**src/rtl/core_c1_ifu_pf_pkg.sv**
```systemverilog
// rtl/core_c1_ifu_pf_pkg.sv - shared types and defaults for the c1 prefetching fetch unit
package core_c1_ifu_pf_pkg;

    localparam int XLEN_DEF = 32;
    localparam logic [XLEN_DEF-1:0] RESET_PC_DEF = '0;

    typedef enum logic [1:0] {
        ST_IDLE = 2'd0,
        ST_RUN  = 2'd1,
        ST_HALT = 2'd2
    } ifu_state_e;

endpackage

```
**src/rtl/core_c1_ifu_pf_sync_fifo.sv**
```systemverilog
// rtl/core_c1_ifu_pf_sync_fifo.sv - registered-head sync FIFO with clear and level output
module core_c1_ifu_pf_sync_fifo #(
    parameter int WIDTH = 65,
    parameter int DEPTH = 4
) (
    input  logic                       clk,
    input  logic                       rst,
    input  logic                       clear,
    input  logic                       push,
    input  logic [WIDTH-1:0]           push_data,
    input  logic                       pop,
    output logic                       head_valid,
    output logic [WIDTH-1:0]           head_data,
    output logic [$clog2(DEPTH):0]     level
);

    localparam int AW = $clog2(DEPTH);
    localparam int LW = AW + 1;

    logic [WIDTH-1:0] mem [DEPTH];
    logic [AW-1:0]    wr_ptr;
    logic [AW-1:0]    rd_ptr;
    logic [LW-1:0]    count;
    logic             full;
    logic             push_ok;
    logic             pop_ok;

    assign full       = (count == LW'(DEPTH));
    assign push_ok    = push & ~full & ~clear;
    assign pop_ok     = pop & (count != '0) & ~clear;
    assign head_valid = (count != '0);
    assign head_data  = mem[rd_ptr];
    assign level      = count;

    always_ff @(posedge clk) begin
        if (push_ok) begin
            mem[wr_ptr] <= push_data;
        end
    end

    always_ff @(posedge clk) begin
        if (rst || clear) begin
            wr_ptr <= '0;
            rd_ptr <= '0;
            count  <= '0;
        end else begin
            if (push_ok) begin
                wr_ptr <= wr_ptr + AW'(1);
            end
            if (pop_ok) begin
                rd_ptr <= rd_ptr + AW'(1);
            end
            case ({push_ok, pop_ok})
                2'b10:   count <= count + LW'(1);
                2'b01:   count <= count - LW'(1);
                default: count <= count;
            endcase
        end
    end

    // The fetch credit rule upstream must make this unreachable.
    always_ff @(posedge clk) begin
        if (!rst && !clear) begin
            assert (!(push && full));
        end
    end

endmodule

```
**src/rtl/core_c1_ifu_pf.sv**
```systemverilog
// rtl/core_c1_ifu_pf.sv - prefetching IFU: multiple BIU fetches in flight, buffered issue, redirect drop
module core_c1_ifu_pf
    import core_c1_ifu_pf_pkg::*;
#(
    parameter int              XLEN       = XLEN_DEF,
    parameter int              FIFO_DEPTH = 4,
    parameter int              MAX_OUTST  = 2,
    parameter logic [XLEN-1:0] RESET_PC   = XLEN'(RESET_PC_DEF)
) (
    input  logic                          clk,
    input  logic                          rst,
    input  logic                          i_flush_b,
    input  logic [XLEN-1:0]               i_flush_addr_b,
    input  logic                          i_flush_e,
    input  logic [XLEN-1:0]               i_flush_addr_e,
    output logic                          o_req_valid,
    output logic [XLEN-1:0]               o_req_addr,
    input  logic                          i_req_ready,
    input  logic                          i_rsp_valid,
    input  logic [XLEN-1:0]               i_rsp_data,
    input  logic                          i_rsp_err,
    output logic                          o_inst_valid,
    output logic [XLEN-1:0]               o_inst,
    output logic [XLEN-1:0]               o_inst_pc,
    output logic                          o_inst_err,
    input  logic                          i_inst_ready,
    output logic [$clog2(FIFO_DEPTH):0]   o_fifo_level
);

    localparam int OW = $clog2(MAX_OUTST + 1);
    localparam int LW = $clog2(FIFO_DEPTH) + 1;
    localparam int EW = 2 * XLEN + 1;

    ifu_state_e      state_q;
    ifu_state_e      state_d;
    logic [XLEN-1:0] req_pc_q;
    logic [XLEN-1:0] rsp_pc_q;
    logic [OW-1:0]   outst_q;
    logic [OW-1:0]   drop_q;

    logic            flush;
    logic [XLEN-1:0] flush_sel;
    logic [XLEN-1:0] flush_tgt;
    logic            req_hs;
    logic            rsp_keep;
    logic            inst_pop;
    logic            credit_ok;
    logic [EW-1:0]   fifo_head;
    logic [LW-1:0]   fifo_level;

    assign flush     = i_flush_e | i_flush_b;
    assign flush_sel = i_flush_e ? i_flush_addr_e : i_flush_addr_b;
    assign flush_tgt = {flush_sel[XLEN-1:2], 2'b00};
    assign req_hs    = o_req_valid & i_req_ready;
    assign rsp_keep  = i_rsp_valid & ~flush & (drop_q == '0);
    assign inst_pop  = o_inst_valid & i_inst_ready & ~flush;

    always_ff @(posedge clk) begin
        if (rst) begin
            state_q <= ST_IDLE;
        end else begin
            state_q <= state_d;
        end
    end

    always_comb begin
        state_d = state_q;
        case (state_q)
            ST_IDLE: state_d = ST_RUN;
            ST_RUN:  if (rsp_keep && i_rsp_err) state_d = ST_HALT;
            ST_HALT: state_d = ST_HALT;
            default: state_d = ST_IDLE;
        endcase
        if (flush) begin
            state_d = ST_RUN;
        end
    end

    // Credit counts live fetches plus buffered words; a same-cycle pop is not credited.
    always_comb begin
        credit_ok   = (32'(outst_q) - 32'(drop_q) + 32'(fifo_level)) < 32'(FIFO_DEPTH);
        o_req_valid = (state_q == ST_RUN) & ~flush
                    & (32'(outst_q) < 32'(MAX_OUTST)) & credit_ok;
    end

    assign o_req_addr = req_pc_q;

    always_ff @(posedge clk) begin
        if (rst) begin
            req_pc_q <= RESET_PC;
            rsp_pc_q <= RESET_PC;
            outst_q  <= '0;
            drop_q   <= '0;
        end else begin
            case ({req_hs, i_rsp_valid})
                2'b10:   outst_q <= outst_q + OW'(1);
                2'b01:   outst_q <= outst_q - OW'(1);
                default: outst_q <= outst_q;
            endcase
            if (flush) begin
                req_pc_q <= flush_tgt;
                rsp_pc_q <= flush_tgt;
                drop_q   <= outst_q - OW'(i_rsp_valid);
            end else begin
                if (req_hs) begin
                    req_pc_q <= req_pc_q + XLEN'(4);
                end
                if (i_rsp_valid) begin
                    if (drop_q != '0) begin
                        drop_q <= drop_q - OW'(1);
                    end else begin
                        rsp_pc_q <= rsp_pc_q + XLEN'(4);
                    end
                end
            end
        end
    end

    core_c1_ifu_pf_sync_fifo #(
        .WIDTH (EW),
        .DEPTH (FIFO_DEPTH)
    ) u_fifo (
        .clk        (clk),
        .rst        (rst),
        .clear      (flush),
        .push       (rsp_keep),
        .push_data  ({rsp_pc_q, i_rsp_data, i_rsp_err}),
        .pop        (inst_pop),
        .head_valid (o_inst_valid),
        .head_data  (fifo_head),
        .level      (fifo_level)
    );

    assign o_inst_pc    = fifo_head[EW-1 -: XLEN];
    assign o_inst       = fifo_head[XLEN:1];
    assign o_inst_err   = o_inst_valid & fifo_head[0];
    assign o_fifo_level = fifo_level;

endmodule

```
**config.mk**
```make
export PLATFORM = sky130hd
export DESIGN_NAME = core_c1_ifu_pf
export DESIGN_NICKNAME = d
export VERILOG_FILES = /design/src/rtl/core_c1_ifu_pf_pkg.sv /design/src/rtl/core_c1_ifu_pf_sync_fifo.sv /design/src/rtl/core_c1_ifu_pf.sv
export SDC_FILE = /design/constraint.sdc
export NUM_CORES = 1
export LEC_CHECK = 0
export ABC_AREA = 1
export BUFFER_PORTS_ARGS = -buffer_cell sky130_fd_sc_hd__buf_2
export CORE_ASPECT_RATIO = 0.75
export CORE_MARGIN = 8
export CORE_UTILIZATION = 50
export DETAILED_ROUTE_END_ITERATION = 12
export PLACE_DENSITY = 0.77
export SKIP_CTS_REPAIR_TIMING = 1
export SLEW_MARGIN = 10
export SYNTH_ARGS = -nofsm -noshare
export SYNTH_HDL_FRONTEND = slang
export SYNTH_SLANG_ARGS = --single-unit
```
**constraint.sdc**
```tcl
create_clock -name clk -period 5.15 [get_ports clk]
set_input_delay 0.2575 -clock clk [delete_from_list [all_inputs] [get_ports clk]]
set_output_delay 0.2575 -clock clk [all_outputs]
set_load 0.005 [all_outputs]
```
[Yosys cells after proc, flatten, opt, wreduce, memory -nomap -nowiden]
Memories as Yosys holds them, arrays and structs flattened. A register that Yosys moved wholly into a read port is not among the register bits.
Index checks and enable logic that the tools add are counted.
Word-level totals
  input port bits: 104
  memories: 1
  flip-flop bits (word level): 77
  memory bits (writable): 260
  output and inout bits: 102
  word-level logic and storage cells: 86
Cells by class
  $add $sub $neg: 12
  reductions and logical operators: 15
  $lt $le $gt $ge: 2
  bitwise operators: 17
  equal/unequal tests: 10
  mux-type cells: 18
Memory list
  u_fifo.mem: depth 4, width 65, read ports 1, clocked after Yosys merged registers in 1, wr ports 1, RTL line core_c1_ifu_pf_sync_fifo.sv:20  | logic [WIDTH-1:0] mem [DEPTH];
Operators by type and width (number)
  $mux 32: 6
  $add 32x3->32 const B: 2
  $lt 32x3->1 const B: 1
  $and 1x1->1: 13
  $mux 2: 6
  $reduce_bool 2->1: 6
  $add 2x1->2 const B: 3
  $eq 2x1->1 const B: 3
  $eq 2x2->1 const B: 3
  $pmux 2 s3: 1
  $pmux 3 s2: 1
  $reduce_and 2->1: 3
  $add 3x4->5: 1
  $logic_not 2->1: 2
  $pmux 2 s2: 1
  $sub 2x1->2 const B: 2
  $add 3x1->3 const B: 1
  $eq 3x3->1 const B: 1
  $mux 1: 3
  $ne 3x2->1 const B: 1
  $not 1->1: 3
  $reduce_bool 3->1: 1
  $sub 2x2->3: 1
  $sub 3x1->3 const B: 1
  other kinds (8): 8

[Longest topological paths before layout]
Gate-level depths: netlist (run 1).
  depth in word-level cells: 8
  depth in mapped cells: 18

[Hierarchy]
Synthesis (run 1) repeated with hierarchy kept, for this count alone.
Unflattened totals
  cell total of the unflattened synthesis: 1613
  area total of the unflattened synthesis: 15573.7 um2
By module, submodules not included
  core_c1_ifu_pf_sync_fifo: sequential area each 7987.7 um2, area an instance 10465.0 um2, instances 1, cells an instance 703
  core_c1_ifu_pf: sequential area each 1321.3 um2, area an instance 5108.6 um2, instances 1, cells an instance 910

[Least setup slack after synthesis (run 1)]
OpenSTA, ideal clock, no wires.
  path type: flip-flop to flip-flop
  from: register drop_q[0]
  to: memory u_fifo.mem[0][0], enable pin
  clock period less this slack: 4101 ps
  path slack: 1049 ps
  arrival: 3616 ps
  library setup time: 485 ps
  stages on the path, launching flop included: 7
  data required time: 4665 ps
  cells stage by stage: dfxtp_1 inv_1 ha_1 nand2_1 inv_1 nand3_1 nor2_1
On the way
  word-level cells in the longest chain between the ends: 6
Ends and longest elaborated chain
  start, declared: RTL line core_c1_ifu_pf.sv:39  | logic [OW-1:0] drop_q;
  start signal, assigned: RTL line core_c1_ifu_pf.sv:103  | drop_q <= outst_q - OW'(i_rsp_valid);
  start signal, assigned: RTL line core_c1_ifu_pf.sv:110  | drop_q <= drop_q - OW'(1);
  $logic_not 2->1: RTL line core_c1_ifu_pf.sv:55  | assign rsp_keep = i_rsp_valid & ~flush & (drop_q == '0);
  $and 1x1->1: RTL line core_c1_ifu_pf.sv:55
  $and 1x1->1 (2 in series): RTL line core_c1_ifu_pf_sync_fifo.sv:29  | assign push_ok = push & ~full & ~clear;
  $mux 1: RTL line core_c1_ifu_pf_sync_fifo.sv:36  | if (push_ok) begin
  $mux 1 (not written as such): RTL line core_c1_ifu_pf_sync_fifo.sv:37  | mem[wr_ptr] <= push_data;
  end, declared: RTL line core_c1_ifu_pf_sync_fifo.sv:20
No other way between the ends.

[Worst setup path after layout (run 1)]
  from: register outst_q[0]
  to: register outst_q[1]
On the way
  word-level cells in the longest chain between the ends: 7
  elaborated cells on any way between the ends: 13
Ends and longest elaborated chain
  start, declared: RTL line core_c1_ifu_pf.sv:38  | logic [OW-1:0] outst_q;
  start signal, assigned: RTL line core_c1_ifu_pf.sv:96  | 2'b10: outst_q <= outst_q + OW'(1);
  start signal, assigned: RTL line core_c1_ifu_pf.sv:97  | 2'b01: outst_q <= outst_q - OW'(1);
  start signal, assigned: RTL line core_c1_ifu_pf.sv:98  | default: outst_q <= outst_q;
  $sub 2x2->3: RTL line core_c1_ifu_pf.sv:81  | credit_ok = (32'(outst_q) - 32'(drop_q) + 32'(fifo_level)) < 32'(FIFO_DEPTH);
  $add 3x4->5: RTL line core_c1_ifu_pf.sv:81
  $lt 32x3->1: RTL line core_c1_ifu_pf.sv:81
  $and 1x1->1: RTL line core_c1_ifu_pf.sv:83  | & (32'(outst_q) < 32'(MAX_OUTST)) & credit_ok;
  $and 1x1->1: RTL line core_c1_ifu_pf.sv:54  | assign req_hs = o_req_valid & i_req_ready;
  $eq 2x1->1 / $eq 2x2->1 (equally long branches): RTL line core_c1_ifu_pf.sv:95  | case ({req_hs, i_rsp_valid})
  $pmux 2 s2 / $reduce_bool 2->1 (equally long branches)
Several ways; a longest one is shown, not always the timed one.
A chain may end at the register's enable or synchronous reset.

==> flow_summary.toml, run 1 <==
[timing]
drv_slew = 0
finalCriticalPeriod_ns = 3.18
fmax_ghz = 0.315
hold_viol = 0
setup_violations = 0
slew_headroom = 0.217
fin_crit_sh = 0.617
fin_worst_skew_ns = 0.0187
tightest_slew_ns = 1.18
tns_ns = 0
rsz0062_at_grt = "no"

[hold_path]
worstHoldPathType = "in2reg"

[floorplan]
dieArea_um2 = 35900
initial_core_util = 0.502
coreArea_um2 = 29900
die_h_um = 166
rows = 55
die_w_um = 216
ioPinCount = 206

[layout]
final-instance-count-excl-fill = 2265
syn_to_final_growth_pct = 17.5
final_nets = 1964
drive_gt1_frac = 0.149
diodes = 0

[place]
portBuffers = 197
gp_congestion = 0.923
dp_hpwl_mm = 25.9
placedCellCount = 2174

[clock_network]
cts_htree_levels = 1
clockRootBuffer = "clkbuf_16"
insertion_delay_ns = 0.58
cts.sinks = 327
clkTransAtPathRegs_ns = 0.07
cts_tree = "built"
clockBufferDepth = 3
cts_buffers = 31

[worst_setup_path]
end_kind = "register"
crit_arrival_ns = 3.69
crit_fanout = 28
path_class = "reg2reg"
critPathLaunchType = "register"
crit_required_ns = 5.66

[synthesis]
syn_area_um2 = 15000
ys_async_sr_fraction = 0
synthMostInstantiatedCell = "nor2_1"
synth_top_area_cell = "edfxtp_1"
yosysWarningCount = 0
synth_top_area_frac = 0.505
yosysSeqAreaShare = 0.605
synth_ff_type = "edfxtp_1"
syn_inst = 1638
synthTopCellsByArea = "edfxtp_1 (50%), dfxtp_1 (10%), nor2_1 (9.6%)"
synth_edf_count = 252
synth-seq-cells = 327
netlist_top_cells_count = "nor2_1 (383), nand2_1 (268), edfxtp_1 (252)"
yosysUniqueCellTypes = 38
avgSynthCellArea_um2 = 9.16

[routing]
final_antenna_net_count = 0
routed_via_density = 5.50
wl_per_cell_um = 17.6
drc_errors = 0
first_pass_iters = 6
vias = 12500
drt_wl_total_mm = 39.9
drtIter0Drc = 1312

[power]
pwr-share-seq = 0.540
ir_worst_vdd_mv = 0.229
p_clk_frac = 0.383
leakagePower_uw = 0.00664
p_sw_uw = 1380
internal-power_uw = 4200
p_per_area_nw_per_um2 = 316
switching_share = 0.247
p_comb_frac = 0.077

[run]
drv_cap = 0

[global_routing]
antenna_found_initial = 0
grt_pass1_vias = 11800
grt_pass1_wl_mm = 62.7
grt_overflow_total = 0
grt_max_degree = 121
grt_use_total = 0.213

[outcome]
outcome = "finished, final reports clean"
-- sequential cells by signal (all words and copies together), names as in the netlist, named ones only --
name / flops
o_req_addr: 30
u_fifo.level: 3
u_fifo.wr_ptr: 2
outst_q: 2
drop_q: 2
state_q: 2
rsp_pc_q: 30
u_fifo.mem: 252
u_fifo.rd_ptr: 2
-- placed cells by master (no fill, tap or decap), types with 12 or more instances in the layout --
cell type      instances
nand3b_1              15
edfxtp_1             252
buf_2                197
a21oi_1               63
dfxtp_1               73
nor2_1               379
dlygate4sd3_1         34
nor3_1                22
buf_4                 12
nand2_1              268
o22ai_1               62
ha_1                  16
nand3_1               60
inv_1                101
clkbuf_16             31
o21ai_0              195
-- power by group through the flow --
stage / Combinational (uW) / Sequential, uW / Clock [uW]
6_report: 430 / 3010 / 2140
5_1_grt: 488 / 3020 / 2260
4_1_cts: 408 / 3000 / 2170
3_5_place_dp: 405 / 3060 / 0
3_3_place_gp: 392 / 3060 / 0
2_1_floorplan: 249 / 3030 / 0
-- critical path, stage by stage (launching register included) --
cell and delay [ns]:
dfxtp_1 0.39, inv_1 0.09, ha_1 0.21, fa_1 0.41, ha_1 0.36, nand2_1 0.07, nand2_1 0.05, nand3_1 0.11
nor2_2 0.15, nand3_4 0.36, ha_1 0.43, inv_1 0.09, nand2_1 0.06, nor2_1 0.11, o21ai_0 0.08, a21oi_1 0.12
-- worst paths after layout --
check	start	to	slack [ns]	depth (start not counted)
max	outst_q[0]$_SDFFE_PP0P_	outst_q[1]$_SDFFE_PP0P_	1.97	15
min	i_inst_ready	register	0.12	5
max reg2reg	outst_q[0]$_SDFFE_PP0P_	outst_q[1]$_SDFFE_PP0P_	1.97	15
min reg2reg	outst_q[1]$_SDFFE_PP0P_	outst_q[1]$_SDFFE_PP0P_	0.50	1
-- per-layer routing --
metal / track usage / routed length (um)
met5: 0 / 0
met4: 0.0449 / 658
met3: 0.0486 / 3630
met2: 0.340 / 18300
met1: 0.294 / 17300
-- logic make-up (layout without fill, tap and decap cells) --
logic type / count (synthesis) / after routing / synth area share
simple gates: 768 / 768 / 0.208
buf+inv: 184 / 409 / 0.0490
other cells: 1 / 4 / 0.000250
xor+xnor: 3 / 3 / 0.00175
fa+ha+maj: 18 / 18 / 0.0160
flops: 327 / 327 / 0.605
compound gates: 337 / 337 / 0.121
-- cell type report --
| type | count | area, um2 |
|---|---|---|
| clock buffer | 34 | 787 |
| multi-input combinational | 1130 | 5240 |
| timing repair buffer | 246 | 1480 |
| sequential | 327 | 9070 |
| clock inverter | 23 | 148 |
| tap | 399 | 499 |
| fill | 2536 | 12200 |
| inverter | 106 | 399 |
-- through the flow --
step                total power [uW]  hold slack (ns)  instance area (um2)  utilization  setup slack [ns]
finish                          5570            0.115                17600        0.590              1.97
global route                    5770            0.135                17600        0.590              1.74
CTS                             5580           -0.124                17300        0.579              2.00
detailed placement              3460            0.476                16300        0.547              1.57
global placement                3450            0.468                16300        0.547              1.65
floorplan                       3280            0.327                15000            -              1.05
Note: power is estimated with default switching activity, not from simulation.
==> run 2, diff against run 1 <==
--- a/config.mk
+++ b/config.mk
@@ -5,7 +5,7 @@
 export SDC_FILE = /design/constraint.sdc
 export NUM_CORES = 1
 export LEC_CHECK = 0
-export ABC_AREA = 1
+export ABC_AREA = 0
 export BUFFER_PORTS_ARGS = -buffer_cell sky130_fd_sc_hd__buf_2
 export CORE_ASPECT_RATIO = 0.75
 export CORE_MARGIN = 8
==> constraint.sdc (replaced) <==
create_clock -name clk -period 3 [get_ports clk]
set_input_delay 0.15 -clock clk [delete_from_list [all_inputs] [get_ports clk]]
set_output_delay 0.15 -clock clk [all_outputs]
set_load 0.005 [all_outputs]
==> run 2 against run 1 <==
  * The run now ends with negative hold slack left
  * Non-clock buffer count increased by 10
  * Sequential share of layout area up 2.4 points
  * Wire length decreased by 16%
  * Flip-flop and latch count unchanged
  * Largest cell class unchanged
  * Largest power group unchanged
==> flow_summary.toml, run 2 <==
[layout]
final_common_cell = "edfxtp_1"
largest_register = "u_fifo.mem"
syn_to_final_growth_pct = 20.4
fillerInstances = 2082
final_cell_mix = "edfxtp_1 (252), buf_2 (197), dfxtp_1 (72), mux4_2 (63), a21oi_1 (61)"
final-seq-area_um2 = 9070
diodes = 0
multi_input_area_um2 = 4570
drive_gt1_frac = 0.315
largest_reg_flops = 252
final_nets = 1289

[timing]
drv_slew = 0
setup_violations = 0
whs_ns = -0.0105
tightest_slew_ns = 0.840
timing.final.ws_setup_ns = 0.135
fmax_ghz = 0.349
hold_viol = 1
tns_ns = 0
slew_headroom = 0.438
fin_crit_sh = 0.955
fin_worst_skew_ns = 0.00640
finalCriticalPeriod_ns = 2.87

[place]
dp_hpwl_mm = 22.3
pre_cts_ws_ns = 0.0959
gp_congestion = 0.915
portBuffers = 197

[clock_network]
cts.sinks = 327
cts_htree_levels = 1
insertion_delay_ns = 0.55
clockBufferDepth = 3
clkTransAtPathRegs_ns = 0.06
cts_tree = "built"
cts_buffers = 31
clockRootBuffer = "clkbuf_16"

[routing]
drtIter0Drc = 890
drt_wl_total_mm = 33.7
drc_errors = 0
final_antenna_net_count = 0
wl_per_cell_um = 21.8
routed_via_density = 6.04
vias = 9347
first_pass_iters = 6

[outcome]
violations = "negative hold slack"
outcome = "finished, violations left"

[synthesis]
synth_edf_count = 252
syn_inst = 933
synthTopCellsByArea = "edfxtp_1 (54%), dfxtp_1 (11%), mux4_2 (10%)"
netlist_top_cells_count = "edfxtp_1 (252), dfxtp_1 (75), a21oi_1 (63), mux4_2 (63), nor2_1 (33)"
yosysSeqAreaShare = 0.649
synth_top_area_cell = "edfxtp_1"
yosysWarningCount = 0
avgSynthCellArea_um2 = 15.0
synthMostInstantiatedCell = "edfxtp_1"
synth-seq-cells = 327
ys_async_sr_fraction = 0
syn_area_um2 = 14000
yosysUniqueCellTypes = 72
synth_top_area_frac = 0.541
synth_ff_type = "edfxtp_1"

[worst_setup_path]
rrSetupSlack_ns = 0.13
ff2ff_path_depth = 12
crit_fanout = 3
critPathLaunchType = "register"
crit_arrival_ns = 3.35
r2r_end = "outst_q[1]$_SDFFE_PP0P_"
cp_common_cell = "ha_1"
path_cells = "inv_1 -> ha_1 -> fa_2 -> inv_1 -> ha_1 -> nand3b_1 -> and3_4 -> o211a_1 -> inv_2 -> ha_1 -> or3_4 -> a21oi_2"
critical-path-max-stage-delay_ns = 0.52
slowest_stage = "fa_2"
path_class = "reg2reg"
crit_required_ns = 3.48
end_kind = "register"
timing.rr.start = "outst_q[0]$_SDFFE_PP0P_"

[floorplan]
ioPinCount = 206
die_w_um = 209
initial_core_util = 0.503
dieArea_um2 = 33600
coreArea_um2 = 27800
rows = 53
die_h_um = 161

[hold_path]
holdCritStartpoint = "i_rsp_valid"
holdPathEnd = "drop_q[0]$_SDFFE_PP0P_"
worstHoldPathType = "in2reg"
holdPathStages = 3

[global_routing]
grt_max_degree = 64
grt_pass1_wl_mm = 52.0
grt_overflow_total = 0
grt_pass1_vias = 9187
antenna_found_initial = 0
grt_use_total = 0.193

[power]
ir_worst_vdd_mv = 0.387
leakagePower_uw = 0.00583
p_per_area_nw_per_um2 = 569
finalPower_uw = 9570

[run]
drv_cap = 0
## run 2: changes by cell type after synthesis, sizes merged, moves of 62 or more
cell	previous run	this run
inv	105	29
o22ai	62	0
nand2	270	32
mux4	0	63
nor2	386	34
o21ai	195	27
## run 2: cells by family (layout without fill, tap and decap cells)
kind of cell | Yosys count | after routing | share of synthesized area
buffers and inverters | 87 | 342 | 0.0274
and+or+nand+nor | 197 | 197 | 0.0786
muxes | 66 | 66 | 0.104
xor gates and xnor gates | 13 | 13 | 0.00815
adders and majority gates | 18 | 18 | 0.0172
DFF | 327 | 327 | 0.649
AOI/OAI and AO/OA | 224 | 224 | 0.116
other | 1 | 4 | 0.000268
## run 2: through the flow
step / area [um2] / utilization / instances
2_1_floorplan: 14000 / - / 936
3_3_place_gp: 15500 / 0.557 / 1457
3_5_place_dp: 15500 / 0.557 / 1457
4_1_cts: 16500 / 0.593 / 1514
5_1_grt: 16800 / 0.606 / 1548
6_report: 16800 / 0.606 / 1548
## run 2: report_power, final
group / internal, uW / switching (uW) / total (uW)
Combinational: 301 / 355 / 656
Clock: 2230 / 1610 / 3840
Sequential: 4960 / 115 / 5080
Total: 7500 / 2080 / 9570
## run 2: area by class of cell
| cell class | count | share of cell area |
|---|---|---|
| clock buffer | 37 | 0.0474 |
| clock inverter | 20 | 0.0120 |
| inverter | 29 | 0.00647 |
| multi-input combinational | 522 | 0.272 |
| sequential | 327 | 0.539 |
| tap | 357 | 0.0265 |
| timing repair buffer | 256 | 0.0966 |
## run 2: worst max-delay path by stage
stage / startpoint / end / depth (start not counted)
detailed placement: outst_q[0]$_SDFFE_PP0P_ / outst_q[1]$_SDFFE_PP0P_ / 11
CTS: outst_q[0]$_SDFFE_PP0P_ / outst_q[1]$_SDFFE_PP0P_ / 11
floorplan: outst_q[0]$_SDFFE_PP0P_ / outst_q[1]$_SDFFE_PP0P_ / 12
finish: outst_q[0]$_SDFFE_PP0P_ / outst_q[1]$_SDFFE_PP0P_ / 12
global placement: outst_q[0]$_SDFFE_PP0P_ / outst_q[1]$_SDFFE_PP0P_ / 11
global route: outst_q[0]$_SDFFE_PP0P_ / outst_q[1]$_SDFFE_PP0P_ / 12
## run 2: layer usage
layer | vias to the layer above | track usage | wire length, um
met5 | - | 0 | 0
li1 | 4255 | - | -
met1 | 4627 | 0.279 | 15500
met4 | 0 | 0.0336 | 468
met3 | 41 | 0.0432 | 2840
met2 | 424 | 0.299 | 15000
## run 2: critical path: cells and delay by family, from the launching register on
family	cells	cell delay [ns]
buf+inv	3	0.18
flops	1	0.32
fa+ha+maj	4	1.24
simple gates	3	0.69
compound gates	2	0.36
==> run 3, diff against run 2 <==
--- a/config.mk
+++ b/config.mk
@@ -6,12 +6,12 @@
 export NUM_CORES = 1
 export LEC_CHECK = 0
 export ABC_AREA = 0
-export BUFFER_PORTS_ARGS = -buffer_cell sky130_fd_sc_hd__buf_2
 export CORE_ASPECT_RATIO = 0.75
 export CORE_MARGIN = 8
 export CORE_UTILIZATION = 50
 export DETAILED_ROUTE_END_ITERATION = 12
-export PLACE_DENSITY = 0.77
+export DONT_BUFFER_PORTS = 1
+export PLACE_DENSITY = 0.71
 export SKIP_CTS_REPAIR_TIMING = 1
 export SLEW_MARGIN = 10
 export SYNTH_ARGS = -nofsm -noshare
==> run 3 against run 2 <==
  * The flow still finishes with violations (negative hold slack)
  * First-iteration DRC count down 18%
  * Combinational power shrank 14%
  * Wire length fell by 3.9%
  * Final area shrank 4.5%
  * Largest power group unchanged
==> flow_summary.toml, run 3 (synthesis gave the netlist of run 2 again) <==
[layout]
final_common_cell = "edfxtp_1"
largest_reg_flops = 252
drive_gt1_frac = 0.177
diodes = 0
final_cell_mix = "edfxtp_1 (252), dfxtp_1 (73), mux4_2 (63), a21oi_1 (62), dlygate4sd3_1 (57)"
syn_to_final_growth_pct = 15.0
final_area_um2 = 16100
final_nets = 1122
fillerInstances = 2115
largest_register = "u_fifo.mem"

[timing]
fin_worst_skew_ns = 0.0119
timing.final.ws_setup_ns = 0.121
finalCriticalPeriod_ns = 2.88
whs_ns = -0.0400
fmax_ghz = 0.347
fin_crit_sh = 0.960
tightest_slew_ns = 0.734
slew_headroom = 0.508
hold_viol = 2
tns_ns = 0
setup_violations = 0
drv_slew = 0

[routing]
first_pass_iters = 5
drtIter0Drc = 732
vias = 8649
drc_errors = 0
final_antenna_net_count = 0
wl_per_cell_um = 23.5
drt_wl_total_mm = 32.4
routed_via_density = 6.26

[worst_setup_path]
critPathLaunchType = "register"
end_kind = "register"
rrSetupSlack_ns = 0.12
crit_fanout = 6
crit_arrival_ns = 3.36
crit_required_ns = 3.48
crit_start = "outst_q[0]$_SDFFE_PP0P_"
path_class = "reg2reg"
ff2ff_path_depth = 11
timing.rr.start = "outst_q[0]$_SDFFE_PP0P_"
r2r_end = "outst_q[1]$_SDFFE_PP0P_"
cp-endpoint = "outst_q[1]$_SDFFE_PP0P_"

[global_routing]
grt_max_degree = 64
grt_overflow_total = 0
grt_use_total = 0.183
antenna_found_initial = 0
grt_pass1_wl_mm = 49.0
grt_pass1_vias = 8171

[power]
ir_worst_vdd_mv = 0.493
finalPower_uw = 9360
p_per_area_nw_per_um2 = 582
leakagePower_uw = 0.00513

[clock_network]
cts.sinks = 327
clockRootBuffer = "clkbuf_16"
clockBufferDepth = 3
cts_htree_levels = 1
cts_buffers = 31
insertion_delay_ns = 0.55
clkTransAtPathRegs_ns = 0.07
cts_tree = "built"

[floorplan]
rows = 53
die_w_um = 209
initial_core_util = 0.503
coreArea_um2 = 27800
dieArea_um2 = 33600
die_h_um = 161
ioPinCount = 206

[place]
dpl_cell_area_um2 = 14500
gp_congestion = 0.875
pre_cts_ws_ns = 0.0999
dp_hpwl_mm = 21.2
portBuffers = 0

[run]
drv_cap = 0

[hold_path]
worstHoldPathType = "in2reg"

[outcome]
violations = "negative hold slack"
outcome = "finished, violations left"
[run 3: cell count changes in the layout (fill, tap and decap cells not counted), moves of 2 or more]
cell / delta
buf_2: -197
dlygate4sd3_1: +23
buf_4: +7
clkinv_2: +4
bufinv_16: -2
clkinvlp_4: -2
[run 3: worst min-delay path by stage]
stage | endpoint | from | slack, ns | cells after the start
finish | o_req_addr[3]$_SDFFE_PP0P_ | i_flush_addr_e[3] | -0.04 | 2
global route | o_req_addr[3]$_SDFFE_PP0P_ | i_flush_addr_e[3] | -0.007 | 2
CTS | state_q[0]$_SDFFE_PP0P_ | rst | -0.34 | 1
detailed placement | outst_q[1]$_SDFFE_PP0P_ | rst | 0.23 | 1
global placement | state_q[0]$_SDFFE_PP0P_ | rst | 0.23 | 1
floorplan | u_fifo.mem[0][0]$_DFFE_PP_ | i_rsp_err | 0.25 | 0
[run 3: critical path, stage by stage (launching register included)]
cell and delay, ns:
dfxtp_1 0.33, inv_1 0.06, ha_1 0.20, fa_1 0.39, ha_1 0.33, nor2b_1 0.15, o311a_1 0.34, o211a_1 0.16
inv_4 0.09, ha_1 0.25, or3_1 0.37, a21oi_1 0.14
[run 3: where the power goes]
| part | internal (uW) | total (uW) | switching (uW) |
|---|---|---|---|
| sequential | 4960 | 5080 | 121 |
| clock | 2100 | 3710 | 1610 |
| combinational | 256 | 564 | 308 |
| total | 7320 | 9360 | 2040 |
[run 3: cell type report]
cell class,instances,area [um2],area share
clock buffers,39,816,0.0507
flip-flops and latches,327,9070,0.564
multi-input cells,522,4560,0.284
well taps,357,447,0.0278
clock inverters,19,149,0.00926
inverters,29,111,0.00693
repair buffers,89,923,0.0574
[run 3: routing by layer]
| metal | GRT usage | vias up | part of all wire |
|---|---|---|---|
| li1 | - | 3920 | - |
| met1 | 0.257 | 4269 | 0.45 |
| met2 | 0.278 | 425 | 0.45 |
| met3 | 0.0608 | 35 | 0.094 |
| met4 | 0.0326 | 0 | 0.012 |
| met5 | 0 | - | 0 |
[run 3: metrics by stage]
| step | utilization | cells |
|---|---|---|
| 6_report | 0.579 | 1382 |
| 5_1_grt | 0.579 | 1382 |
| 4_1_cts | 0.556 | 1322 |
| 3_5_place_dp | 0.522 | 1264 |
| 3_3_place_gp | 0.522 | 1264 |
| 2_1_floorplan | - | 936 |
